==> config.mk <==
export PLATFORM = sky130hd
export DESIGN_NAME = gauss_accumulator_flat
export DESIGN_NICKNAME = d
export VERILOG_FILES = /design/src/rtl/gauss_accumulator_if.sv /design/src/rtl/gauss_accumulator.sv /design/src/flat_wrapper.sv
export SDC_FILE = /design/constraint.sdc
export NUM_CORES = 1
export LEC_CHECK = 0
export BUFFER_PORTS_ARGS = -buffer_cell sky130_fd_sc_hd__buf_2
export CAP_MARGIN = 20
export CORE_MARGIN = 4
export CORE_UTILIZATION = 42
export DETAILED_ROUTE_END_ITERATION = 7
export GPL_ROUTABILITY_DRIVEN = 1
export GPL_TIMING_DRIVEN = 1
export PLACE_DENSITY = 0.63
export SLEW_MARGIN = 20
export SYNTH_ARGS = -nofsm -noshare
export SYNTH_HDL_FRONTEND = slang
export SYNTH_SLANG_ARGS = --single-unit
export TNS_END_PERCENT = 10
==> constraint.sdc <==
create_clock -name clk -period 3.95 [get_ports clk]
set_input_delay 0.5925 -clock clk [delete_from_list [all_inputs] [get_ports clk]]
set_output_delay 0.5925 -clock clk [all_outputs]
set_load 0.1 [all_outputs]
==> src/rtl/gauss_accumulator_if.sv <==
// Product-in / pixel-out handshake bundle for the Gaussian window accumulator.
// master = upstream multiplier plus downstream consumer; slave = the accumulator.
interface gauss_accumulator_if;
    logic        prod_valid;
    logic [15:0] prod;
    logic        prod_ready;
    logic        pix_valid;
    logic        pix_ready;
    logic [7:0]  pix_out;

    modport master (
        output prod_valid, prod, pix_ready,
        input  prod_ready, pix_valid, pix_out
    );

    modport slave (
        input  prod_valid, prod, pix_ready,
        output prod_ready, pix_valid, pix_out
    );
endinterface

==> src/rtl/gauss_accumulator.sv <==
// Sums TAPS unsigned kernel products per output pixel, then rounds, normalises
// and saturates the total to 8 bits, holding the pixel until downstream takes it.
module gauss_accumulator #(
    parameter int TAPS  = 9,
    parameter int SHIFT = 4,
    parameter int ACC_W = 20
) (
    input  logic               clk,
    input  logic               rst,
    input  logic               clr,
    gauss_accumulator_if.slave bus
);

    localparam int               CNT_W    = (TAPS > 1) ? $clog2(TAPS) : 1;
    localparam logic [CNT_W-1:0] LAST_TAP = CNT_W'(TAPS - 1);
    localparam logic [ACC_W:0]   HALF     = (ACC_W + 1)'(1) << (SHIFT - 1);

    typedef enum logic {
        ACCUM,
        HOLD
    } state_t;

    state_t           state;
    state_t           state_nxt;
    logic [CNT_W-1:0] tap_cnt;
    logic [ACC_W-1:0] acc;
    logic [7:0]       pix_q;
    logic             pix_valid;
    logic             prod_ready;
    logic             accept;
    logic             closing;
    logic [ACC_W:0]   total;
    logic [ACC_W:0]   rounded;
    logic [ACC_W:0]   scaled;
    logic [7:0]       result;

    // A pending pixel is released and a new product taken in the same cycle.
    assign prod_ready = !pix_valid || bus.pix_ready;
    assign accept     = bus.prod_valid && prod_ready && !clr;
    assign closing    = accept && (tap_cnt == LAST_TAP);

    // NOTE: sequential state uses <= so every flop samples pre-edge values.
    always_ff @(posedge clk) begin
        if (rst) state <= ACCUM;
        else     state <= state_nxt;
    end

    // NOTE: default assignment first so no path leaves state_nxt unassigned (no latch).
    always_comb begin
        state_nxt = state;
        case (state)
            ACCUM: if (closing) state_nxt = HOLD;
            HOLD:  if (bus.pix_ready && !closing) state_nxt = ACCUM;
            default: state_nxt = ACCUM;
        endcase
    end

    always_comb begin
        pix_valid = 1'b0;
        if (state == HOLD) pix_valid = 1'b1;
    end

    // One spare bit keeps total plus rounding from wrapping.
    always_comb begin
        total   = {1'b0, acc} + {{(ACC_W + 1 - 16){1'b0}}, bus.prod};
        rounded = total + HALF;
        scaled  = rounded >> SHIFT;
        result  = (|scaled[ACC_W:8]) ? 8'hFF : scaled[7:0];
    end

    always_ff @(posedge clk) begin
        if (rst) begin
            tap_cnt <= '0;
            acc     <= '0;
            pix_q   <= '0;
        end else if (clr) begin
            tap_cnt <= '0;
            acc     <= '0;
        end else if (accept) begin
            if (closing) begin
                tap_cnt <= '0;
                acc     <= '0;
                pix_q   <= result;
            end else begin
                tap_cnt <= tap_cnt + CNT_W'(1);
                acc     <= total[ACC_W-1:0];
            end
        end
    end

    assign bus.prod_ready = prod_ready;
    assign bus.pix_valid  = pix_valid;
    assign bus.pix_out    = pix_q;

endmodule

==> src/flat_wrapper.sv <==
// flat-port wrapper written by rule: the top's interface ports become plain ports
module gauss_accumulator_flat 
#(
    parameter int TAPS  = 9,
    parameter int SHIFT = 4,
    parameter int ACC_W = 20
)
  (clk, rst, clr, bus_prod_valid, bus_prod, bus_pix_ready, bus_prod_ready, bus_pix_valid, bus_pix_out);
  gauss_accumulator_if bus_i ();
  input  logic clk;
  input  logic rst;
  input  logic clr;
  input wire logic [$bits(bus_i.prod_valid)-1:0] bus_prod_valid;
  input wire logic [$bits(bus_i.prod)-1:0] bus_prod;
  input wire logic [$bits(bus_i.pix_ready)-1:0] bus_pix_ready;
  output wire logic [$bits(bus_i.prod_ready)-1:0] bus_prod_ready;
  output wire logic [$bits(bus_i.pix_valid)-1:0] bus_pix_valid;
  output wire logic [$bits(bus_i.pix_out)-1:0] bus_pix_out;
  assign bus_i.prod_valid = bus_prod_valid;
  assign bus_i.prod = bus_prod;
  assign bus_i.pix_ready = bus_pix_ready;
  assign bus_prod_ready = bus_i.prod_ready;
  assign bus_pix_valid = bus_i.pix_valid;
  assign bus_pix_out = bus_i.pix_out;
  gauss_accumulator #(.TAPS(TAPS), .SHIFT(SHIFT), .ACC_W(ACC_W)) u_core (.clk(clk), .rst(rst), .clr(clr), .bus(bus_i));
endmodule
==> metrics.txt <==
Relative slew margins=30.43%; CP max stage cell=mux2i_2; Setup CP Type=input pin to flop; first-pass GRT wire length=10740 um; worst clock skew=0.005317 ns; Clock Path Buffers=2; Die H=86.59 um; full die area=0.007497 mm^2; post-synth net total=362; WP data arrival=3.45 ns; initial antenna violation count=0; floorplan row count=28; Clock Tree Root=clkbuf_8; Routed wire per std cell=15.01 um; final-report hold violation count=0; pin count of the biggest net entering global routing=25; Resize count post-CTS=0; CTS Buf Count=5; family with the most delay on the worst path=simple AND/OR/NAND/NOR gates; Nets=386; Clock Latency Late Sink=0.29 ns; crit path launch type=input pin; worst slew pin tran=1.040 ns; YS warnings=0; Static Leak=1.220 nW; Cell Chain, Critical Path=buf_2 -> ha_1 -> inv_1 -> fa_1 -> nand2b_1 -> a21oi_1 -> xor2_1 -> ha_1 -> and4bb_1 -> nand4_2 -> nor4b_4 -> mux2i_2 -> a21oi_1; Worst Setup EP=u_core.bus.pix_out[3]; core area=0.005956 mm^2; #FFs+latches synth=33; vias=2371; Worst R2R End=u_core.bus.pix_out[3]; Post-Syn Area=0.002594 mm^2; Final setup viols=0; layout cells sized above 1=17.34%; crit path time final=3.295 ns; r2r setup slk=0.70 ns; DR iter-0 viols=103; CTS clk-pin slew, worst paths=0.07 ns; CTS Hold Buffers Added=0; ANT cells=0; vias per cell=5.632; Crit. path cell count=13; hold crit path type=flop to flop; crit path launch=bus_prod[0]; I/O pins=31; Area growth, synth to finish=11.19%; Max VDD drop=0.0001453 V; Post-Route WL=6320 um; Slew Limit Fails=0; H-tree Lvls=2; Mean Syn Cell Area=8.080 um^2; CTS tree=done; gp weighted congestion=0.9019; WP data required=4.11 ns; unrepaired setup endpoints after global routing=false; crit end category=flop; DRT Pass-1 Iters=4; EDFF count, synth=0; number of global-route vias before repair=2297; DP HPWL=4743 um; Buffers on Ports=30; register area share after synthesis=25.47%; slowest cell delay on critical path=0.48 ns; Synth Flop Type=dfxtp_1; setup TNS=0 ns; Post-CTS Setup Inserts=0; Sink Count=33; starting density of the core=43.55%; Post-Synthesis Cells=321; PwrDens=295.0 mW/mm^2; GRT Util Overall=17.71%; Fmax achieved=303.5 MHz; Reg2Reg Depth=12; outcome=complete, no violations; die width=86.59 um; antenna viol nets, final=0; GRT overflow=0; crit-path max FO=8; Netlist cell types=63; FF-to-FF Start=u_core.acc[0]; Post-synth ARST share=0%; max-cap viol count=0; drc violations=0; worst path bufs/invs=2; Final period util=83.41%; final core utilization=48.42%
[power breakdown]
part / switching [W] / leakage (nW) / internal (W)
sequential: 0.00000286 / 0.267 / 0.000337
combinational: 0.000108 / 0.895 / 0.0000660
clock: 0.000131 / 0.0585 / 0.000206
[flip-flops by register name, indices dropped and copies added, names as in the netlist]
signal	count
u_core.acc	20
u_core.bus.pix_out	8
u_core.tap_cnt	4
u_core.state	1
[logic make-up (layout without fill, tap and decap cells)]
family          count (synthesis)  in the layout  share of synthesized area [%]
compound gates                114            114                          31.55
mux                             2              2                         0.9164
xor+xnor                       14             14                          5.306
simple gates                  114            114                          22.38
buf+inv                        24             49                          4.438
fa+ha+maj                      20             20                          9.937
flops                          33             33                          25.47
[tightest hold or removal path, delay by kind of cell, from the launching register on]
family           cells  cell delay [ns]
flip-flops           1             0.31
AND/OR/NAND/NOR      1             0.05
AO/OA/AOI/OAI        1             0.05
[worst min path at each step]
stage                   from             to  slack [ns]  depth (start not counted)
6_report       u_core.acc[0]  u_core.acc[0]        0.46                          2
3_5_place_dp   u_core.acc[0]  u_core.acc[0]        0.46                          2
3_3_place_gp   u_core.acc[0]  u_core.acc[0]        0.45                          2
5_1_grt        u_core.acc[0]  u_core.acc[0]        0.50                          2
4_1_cts        u_core.acc[0]  u_core.acc[0]        0.47                          2
2_1_floorplan  u_core.acc[0]  u_core.acc[0]        0.44                          2
[layer usage]
layer	GRT usage (%)	vias to the layer above	part of all wire, %
met2	28.93	36	47
met5	0	-	0
met1	23.48	1096	48
li1	-	1232	-
met4	5.949	0	1.5
met3	3.232	7	3.6
[layout make-up]
type / instances / area (um^2)
Tap cell: 75 / 93.84
Clock inverter: 1 / 30.03
Sequential cell: 33 / 660.6
Fill cell: 607 / 3072
Clock buffer: 7 / 86.33
Timing Repair Buffer: 31 / 157.7
Multi-Input combinational cell: 264 / 1818
Inverter: 10 / 37.54
[metrics by stage]
| step | power [W] | setup WS, ns | cells | hold slack, ns | cell area, um^2 |
|---|---|---|---|---|---|
| 6_report | 0.0008508 | 0.6552 | 421 | 0.4613 | 2884 |
| 5_1_grt | 0.0008923 | 0.3860 | 421 | 0.4956 | 2884 |
| 4_1_cts | 0.0008636 | 0.6516 | 421 | 0.4661 | 2884 |
| 3_5_place_dp | 0.0005207 | 0.3401 | 413 | 0.4554 | 2768 |
| 3_3_place_gp | 0.0005208 | 0.4058 | 413 | 0.4462 | 2768 |
| 2_1_floorplan | 0.0004817 | 0.7366 | 321 | 0.4356 | 2594 |
[cell usage in the layout, fill, tap and decap left out, types with 8 or more instances in the layout]
| cell type | count |
|---|---|
| inv_1 | 10 |
| ha_1 | 19 |
| o21ai_0 | 13 |
| nand2_1 | 21 |
| buf_2 | 30 |
| a21oi_1 | 35 |
| o21bai_1 | 9 |
| a211oi_1 | 8 |
| a22oi_1 | 12 |
| nor2_1 | 47 |
| dfxtp_1 | 33 |
[synth_stat cells (2+ instances only)]
cell type | number | area share, %
o211ai_2 | 2 | 0.96
a211oi_1 | 8 | 2.3
clkbuf_1 | 8 | 1.2
a311oi_1 | 3 | 1.0
o21bai_1 | 9 | 2.6
o31ai_1 | 2 | 0.58
nor3_1 | 5 | 0.96
o21ai_0 | 13 | 2.5
a21oi_2 | 3 | 1.0
and2_1 | 4 | 0.96
ha_1 | 19 | 9.2
buf_4 | 2 | 0.58
nand4_1 | 5 | 1.2
nand3_1 | 6 | 1.2
nor3b_1 | 2 | 0.58
a22o_1 | 2 | 0.68
nor4_1 | 2 | 0.48
inv_1 | 10 | 1.4
nand2b_1 | 2 | 0.48
xor2_1 | 6 | 2.0
a21o_1 | 5 | 1.4
nand2_1 | 21 | 3.0
and3_1 | 6 | 1.4
xnor2_1 | 6 | 2.0
a22oi_1 | 12 | 3.5
buf_6 | 2 | 0.87
or2_2 | 3 | 0.72
xnor2_2 | 2 | 1.3
nor2_1 | 47 | 6.8
a31oi_1 | 3 | 0.72
dfxtp_1 | 33 | 25
a21oi_1 | 35 | 6.8
a211oi_2 | 2 | 0.96
a211oi_4 | 2 | 1.5
Power figures use the tool's default switching activity.
